==> src/rtl/hdmi_pkg.sv <==
// Shared types and constants for the HDMI TMDS symbol path.
// Latency: none (declarations only).
// Backpressure: none (declarations only).
package hdmi_pkg;

    typedef logic [9:0] tmds_word_t;

    // Control-period symbols indexed by CD = {c1, c0}
    localparam tmds_word_t TMDS_CTL_00 = 10'h354;
    localparam tmds_word_t TMDS_CTL_01 = 10'h0AB;
    localparam tmds_word_t TMDS_CTL_10 = 10'h154;
    localparam tmds_word_t TMDS_CTL_11 = 10'h2AB;

    // Video guard band symbols per channel
    localparam tmds_word_t TMDS_VGB_CH0 = 10'h2CC;
    localparam tmds_word_t TMDS_VGB_CH1 = 10'h133;
    localparam tmds_word_t TMDS_VGB_CH2 = 10'h2CC;

    localparam int PREAMBLE_LEN = 8;
    localparam int GUARD_LEN    = 2;
    localparam int MIN_BLANK    = 12;
    localparam int LOOKAHEAD    = PREAMBLE_LEN + GUARD_LEN;

    // Input register + encoder register, plus the lookahead line when guards are on
    localparam int LATENCY_DVI   = 2;
    localparam int LATENCY_GUARD = LATENCY_DVI + LOOKAHEAD;

    typedef enum logic [1:0] {
        OVR_NONE     = 2'd0,
        OVR_PREAMBLE = 2'd1,
        OVR_GUARD    = 2'd2
    } ovr_sel_t;

    // One pixel slot as it travels through the input register and delay line
    typedef struct packed {
        logic       de;
        logic       hs;
        logic       vs;
        logic [7:0] r;
        logic [7:0] g;
        logic [7:0] b;
    } pix_t;

    function automatic tmds_word_t ctl_word(input logic [1:0] cd);
        case (cd)
            2'b00:   return TMDS_CTL_00;
            2'b01:   return TMDS_CTL_01;
            2'b10:   return TMDS_CTL_10;
            default: return TMDS_CTL_11;
        endcase
    endfunction

endpackage

==> src/rtl/hdmi_tmds_stream_enc.sv <==
// One TMDS channel: DVI 8b/10b video coding, control symbols, guard override.
// Latency: 1 cycle (registered output word and running disparity).
// Backpressure: none; accepts one symbol every cycle.
module tmds_channel_encoder
    import hdmi_pkg::*;
(
    input  logic       clk,
    input  logic       rst_n,
    input  logic [7:0] data,
    input  logic [1:0] cd,
    input  logic       de,
    input  ovr_sel_t   ovr,
    input  tmds_word_t guard_word,
    output tmds_word_t tmds
);

    logic [4:0] cnt;        // running disparity, two's complement
    logic [4:0] cnt_nx;
    logic [3:0] n1d;
    logic [3:0] n1q;
    logic       use_xnor;
    logic       acc;
    logic [8:0] qm;
    logic [4:0] diff;       // N1 - N0 of qm[7:0], two's complement
    tmds_word_t word;

    // Transition minimisation, DC balancing and symbol selection
    always_comb begin
        n1d      = 4'($countones(data));
        use_xnor = (n1d > 4'd4) || ((n1d == 4'd4) && !data[0]);
        acc      = data[0];
        qm       = '0;
        qm[0]    = acc;
        for (int i = 1; i < 8; i++) begin
            acc   = use_xnor ? ~(acc ^ data[i]) : (acc ^ data[i]);
            qm[i] = acc;
        end
        qm[8] = ~use_xnor;
        n1q   = 4'($countones(qm[7:0]));
        diff  = {n1q, 1'b0} - 5'd8;

        if ((cnt == 5'd0) || (n1q == 4'd4)) begin
            word   = {~qm[8], qm[8], qm[8] ? qm[7:0] : ~qm[7:0]};
            cnt_nx = qm[8] ? (cnt + diff) : (cnt - diff);
        end else if ((!cnt[4] && (n1q > 4'd4)) || (cnt[4] && (n1q < 4'd4))) begin
            word   = {1'b1, qm[8], ~qm[7:0]};
            cnt_nx = cnt + {3'b000, qm[8], 1'b0} - diff;
        end else begin
            word   = {1'b0, qm[8], qm[7:0]};
            cnt_nx = cnt + diff - {3'b000, ~qm[8], 1'b0};
        end

        // Guard override only ever replaces blanking symbols
        if (!de) begin
            cnt_nx = 5'd0;
            word   = (ovr == OVR_GUARD) ? guard_word : ctl_word(cd);
        end
    end

    // Output word and disparity registers
    always_ff @(posedge clk or negedge rst_n) begin
        if (!rst_n) begin
            tmds <= TMDS_CTL_00;
            cnt  <= 5'd0;
        end else begin
            tmds <= word;
            cnt  <= cnt_nx;
        end
    end

endmodule

==> src/rtl/hdmi_tmds_stream.sv <==
// Three-channel TMDS generator; HDMI_VIDEO_GUARD_EN adds preamble/guard insertion and blank_short.
// Latency: 2 cycles (12 with HDMI_VIDEO_GUARD_EN), identical for all channels and syncs.
// Backpressure: none; one word per channel every pixel clock.
module hdmi_tmds_stream
    import hdmi_pkg::*;
#(
    parameter int COLSPC = 8
) (
    input  logic              video_clk_pix,
    input  logic              video_rst_n,
    input  logic              video_enable,
    input  logic              hsync,
    input  logic              vsync,
    input  logic [COLSPC-1:0] red,
    input  logic [COLSPC-1:0] green,
    input  logic [COLSPC-1:0] blue,
    output logic [9:0]        tmds_red,
    output logic [9:0]        tmds_green,
    output logic [9:0]        tmds_blue,
    output logic              blank_short
);

    if (COLSPC < 8) begin : g_colspc_check
        $error("hdmi_tmds_stream: COLSPC must be at least 8");
    end

    pix_t     in_q;
    pix_t     enc_in;
    ovr_sel_t ovr;
    logic [1:0] green_cd;
    logic     unused_lsbs;

    // Only the top 8 bits of each component are encoded
    assign unused_lsbs = ^{red, green, blue};

    // Input register
    always_ff @(posedge video_clk_pix or negedge video_rst_n) begin
        if (!video_rst_n) begin
            in_q <= '0;
        end else begin
            in_q.de <= video_enable;
            in_q.hs <= hsync;
            in_q.vs <= vsync;
            in_q.r  <= red[COLSPC-1 -: 8];
            in_q.g  <= green[COLSPC-1 -: 8];
            in_q.b  <= blue[COLSPC-1 -: 8];
        end
    end

`ifdef HDMI_VIDEO_GUARD_EN
    pix_t       dly [LOOKAHEAD];
    logic       rise;
    logic       fall;
    logic       win_act;
    logic [3:0] win_pos;
    logic       cur_act;
    logic [3:0] cur_pos;
    logic [3:0] blank_cnt;
    logic       seen_active;
    logic       short_flag;

    // Lookahead line: the input register sees an enable edge LOOKAHEAD slots early
    always_ff @(posedge video_clk_pix or negedge video_rst_n) begin
        if (!video_rst_n) begin
            for (int k = 0; k < LOOKAHEAD; k++) dly[k] <= '0;
        end else begin
            dly[0] <= in_q;
            for (int k = 1; k < LOOKAHEAD; k++) dly[k] <= dly[k-1];
        end
    end

    assign rise    = in_q.de & ~dly[0].de;
    assign fall    = ~in_q.de & dly[0].de;
    assign enc_in  = dly[LOOKAHEAD-1];
    // A new edge restarts the window at the slot now entering the encoders
    assign cur_act = rise | win_act;
    assign cur_pos = rise ? 4'd0 : win_pos;

    // Preamble for the first slots of the window, guard band for the last two
    always_comb begin
        ovr = OVR_NONE;
        if (cur_act && !enc_in.de) begin
            ovr = (cur_pos < 4'(PREAMBLE_LEN)) ? OVR_PREAMBLE : OVR_GUARD;
        end
    end

    // Window position tracker, one step per cycle after the edge
    always_ff @(posedge video_clk_pix or negedge video_rst_n) begin
        if (!video_rst_n) begin
            win_act <= 1'b0;
            win_pos <= 4'd0;
        end else if (rise) begin
            win_act <= 1'b1;
            win_pos <= 4'd1;
        end else if (win_act) begin
            if (win_pos == 4'(LOOKAHEAD - 1)) begin
                win_act <= 1'b0;
            end else begin
                win_pos <= win_pos + 4'd1;
            end
        end
    end

    // Blanking-run length and sticky short-blank flag; first active period is exempt
    always_ff @(posedge video_clk_pix or negedge video_rst_n) begin
        if (!video_rst_n) begin
            blank_cnt   <= 4'd0;
            seen_active <= 1'b0;
            short_flag  <= 1'b0;
        end else begin
            if (fall) begin
                blank_cnt <= 4'd1;
            end else if (!in_q.de && (blank_cnt < 4'(MIN_BLANK))) begin
                blank_cnt <= blank_cnt + 4'd1;
            end
            if (rise) begin
                seen_active <= 1'b1;
                if (seen_active && (blank_cnt < 4'(MIN_BLANK))) short_flag <= 1'b1;
            end
        end
    end

    assign blank_short = short_flag;
`else
    assign enc_in      = in_q;
    assign ovr         = OVR_NONE;
    assign blank_short = 1'b0;
`endif

    // Preamble signals video on channel 1 with CD = 01
    assign green_cd = (ovr == OVR_PREAMBLE) ? 2'b01 : 2'b00;

    tmds_channel_encoder u_enc_blue (
        .clk        (video_clk_pix),
        .rst_n      (video_rst_n),
        .data       (enc_in.b),
        .cd         ({enc_in.vs, enc_in.hs}),
        .de         (enc_in.de),
        .ovr        (ovr),
        .guard_word (TMDS_VGB_CH0),
        .tmds       (tmds_blue)
    );

    tmds_channel_encoder u_enc_green (
        .clk        (video_clk_pix),
        .rst_n      (video_rst_n),
        .data       (enc_in.g),
        .cd         (green_cd),
        .de         (enc_in.de),
        .ovr        (ovr),
        .guard_word (TMDS_VGB_CH1),
        .tmds       (tmds_green)
    );

    tmds_channel_encoder u_enc_red (
        .clk        (video_clk_pix),
        .rst_n      (video_rst_n),
        .data       (enc_in.r),
        .cd         (2'b00),
        .de         (enc_in.de),
        .ovr        (ovr),
        .guard_word (TMDS_VGB_CH2),
        .tmds       (tmds_red)
    );

endmodule
==> config.mk <==
export PLATFORM = sky130hd
export DESIGN_NAME = hdmi_tmds_stream
export DESIGN_NICKNAME = d
export VERILOG_FILES = /design/src/rtl/hdmi_pkg.sv /design/src/rtl/hdmi_tmds_stream_enc.sv /design/src/rtl/hdmi_tmds_stream.sv
export SDC_FILE = /design/constraint.sdc
export NUM_CORES = 1
export LEC_CHECK = 0
export CORE_ASPECT_RATIO = 0.75
export CORE_MARGIN = 5
export CORE_UTILIZATION = 35
export DETAILED_ROUTE_END_ITERATION = 12
export PLACE_DENSITY = 0.51
export SETUP_SLACK_MARGIN = 0.1
export SLEW_MARGIN = 40
export SYNTH_ARGS = -nofsm -noshare
export SYNTH_HDL_FRONTEND = slang
export SYNTH_HIERARCHICAL = 1
export SYNTH_SLANG_ARGS = --single-unit
==> constraint.sdc <==
create_clock -name video_clk_pix -period 8.7 [get_ports video_clk_pix]
set_input_delay 1.74 -clock video_clk_pix [delete_from_list [all_inputs] [get_ports video_clk_pix]]
set_output_delay 1.74 -clock video_clk_pix [all_outputs]
set_load 0.02 [all_outputs]
==> metrics.cfg, run 1 <==
[sta]
slew_headroom_pct=49.5
finalCritPeriodShare_pct=88.2
fin_skew_ps=9.35
worst_pin_slew_ps=753
finalMaxSlewViolations=0
fin_setup_tns_ps=0
period_needed_ps=7680
hold_violations=0
rsz0062_at_grt=no
fmax_mhz=130
setup_viol=0

[setup_path]
worstPathMaxFanout=12
critPathLaunchType=flop
reg2reg_slack_ps=1020
r2r_cells=24
arrival_ps=7880
required_ps=8900
worstSetupPathType=reg -> reg
r2r-start=enc_in[16]
end_kind=flop
regToRegEndpoint=u_enc_red/cnt[3]

[floorplanning]
die_area_mm2=0.0205
start_util_pct=35.4
core_mm2=0.0175
row_count=42
fp.dieH_um=125
die_w_um=164
pin_count=60

[logic_synthesis]
synth_top_area_share_pct=21.8
synth_edf_count=0
ys_seq_area_share_pct=28.2
postSynthCellCount=584
yosys_most_used_dff=dfrtp_1
async_flop_share_pct=100
yosys_register_bits=69
synthTopCellsByCount=94 x inv_1, 69 x ha_1, 54 x dfrtp_1
synth_area_mm2=0.00619
synth_area_per_cell_um2=10.6
synth_area_leader_cell=dfrtp_1
synth_cell_type_count=47
netlist_top_cells_area=dfrtp_1 22%, ha_1 14%, fa_1 14%, xnor2_1 7.2%, dfstp_2 6.4%
synth.most_common_cell=inv_1
ys_warn_count=6

[outcome]
status=finished clean

[clock_tree]
clock-root-buffer=clkbuf_16
cts_resized=0
clk_latency_ps=340
post-cts-setup-buffers=0
cts_tree=built
cts_sinks=69
cts-htree-levels=3
clockBufferDepth=2
postCtsHoldBufs=0
clkTransAtPathRegs_ps=60
cts_buffers=9

[placement]
place_congestion=0.832
port_buffers=58
place.detailed.hpwl_um=10000

[layout]
n_antenna_cell=0
nFillCells=1698
fin_nets=836
syn2layout_area_growth_pct=21.9
drive_gt1_share_pct=8.84

[min_path]
hold_path_end=u_enc_red/cnt[4]
holdCritPathClass=reg -> reg
hold_start=u_enc_red/cnt[4]
holdPathStages=3

[global_route]
grt_pass1_wl_um=21900
grt_usage_pct=13.2
antenna_found_initial=0
grt_pass1_vias=4532
globalRouteOverflowTotal=0
grt_max_degree=70

[detailed_routing]
wire_per_inst_um=13.2
wirelength_um=12500
drc_errors=0
drt-vias-per-instance=4.38
num_vias=4130
firstDrtPassIters=4
route.antenna.remaining_nets=0
dr.first_iter.drc_count=205

[run]
cap_violations=0

placed cells by master (no fill, tap or decap), types with 4 or more instances in the layout:
cell type	instances
inv_1	94
ha_1	69
clkdlybuf4s50_1	57
conb_1	55
dfrtp_1	54
xnor2_1	51
fa_1	42
xor2_1	27
nand2_1	25
nor2_1	25
mux2i_1	25
o21ai_0	15
dfstp_2	15
a211oi_1	14
a22oi_1	13
a21oi_1	12
clkbuf_16	9
nor3b_1	6
nand3_1	6
nand2b_1	5
buf_4	4
a21o_1	4
nor2b_1	4
o211ai_1	4
a31oi_1	4
cell type report:
type	count	area, um^2	share of cell area, %
clock inverters	4	53.8	0.714
clock buffers	12	256	3.40
repair buffers	62	612	8.11
multi-input cells	460	4220	55.9
flip-flops and latches	69	1750	23.1
well taps	242	303	4.02
inverters	94	353	4.68
state kept, by name (all words and copies together) (netlist names):
register and cells:
enc_in 27, u_enc_red/tmds 10, u_enc_green/cnt 4, u_enc_green/tmds 10
u_enc_blue/tmds 10, u_enc_red/cnt 4, u_enc_blue/cnt 4
logic make-up (layout without fill, tap and decap cells):
logic type	count (synthesis)	in the layout	share of synthesized area, %
adders and majority gates	111	111	27.5
buffers and inverters	108	172	6.86
other	2	55	0.121
and+or+nand+nor	89	89	7.22
AOI/OAI and AO/OA	85	85	9.75
xor gates and xnor gates	87	87	14.1
muxes	33	33	6.17
DFF	69	69	28.2
how the worst max path moves through the flow:
stage / start / to / depth (start not counted) / slack (ps)
finish: enc_in[16] / u_enc_red/cnt[3] / 24 / 1020
global route: enc_in[16] / u_enc_red/cnt[3] / 24 / 590
detailed placement: enc_in[16] / u_enc_red/tmds[2] / 25 / 990
global placement: enc_in[16] / u_enc_red/tmds[2] / 25 / 1070
floorplan: enc_in[16] / u_enc_red/cnt[3] / 24 / 1610
CTS: enc_in[16] / u_enc_red/cnt[3] / 24 / 960
critical path, stage by stage (launching register included):
cell,delay [ps]
dfrtp_1,360
inv_1,130
fa_1,570
fa_1,420
fa_1,490
inv_1,40
ha_1,200
fa_1,440
nor3b_1,260
o22ai_2,120
buf_4,210
xnor2_1,160
fa_1,480
inv_1,50
fa_1,500
fa_1,410
ha_1,220
fa_1,380
xor2_1,360
inv_1,140
ha_1,270
xor2_1,190
a31oi_1,580
a211oi_1,150
a2111oi_0,420
through the flow:
stage               cells  instance area (um^2)  worst slack (ps)  hold slack, ps  util [%]
finish                943                  7540              1020             709      43.1
floorplan             637                  6390              1610             634         -
global route          943                  7540               586             771      43.1
CTS                   943                  7540               965             717      43.1
detailed placement    927                  7230               993             703      41.3
global placement      927                  7230              1070             673      41.3
metal layers:
metal / track usage [%] / vias to the layer above / wire, um / share of wire (%)
li1: - / 2069 / - / -
met1: 18.5 / 1989 / 6150 / 49
met5: 0 / - / 0 / 0
met2: 20.7 / 60 / 5690 / 46
met4: 3.85 / 0 / 163 / 1.3
met3: 3.06 / 12 / 476 / 3.8
Power of run 1 is not shown: default switching activity piles up to over one toggle a cycle in this logic, so the estimate is an artifact.
==> run 2: changes to the inputs <==
Settings changed: CAP_MARGIN set to 10, CTS_CLUSTER_DIAMETER set to 80.
==> results of run 2 <==
The final DEF is identical to that of run 1; final timing and power are the same.
Power of run 2 is left out for the same reason.
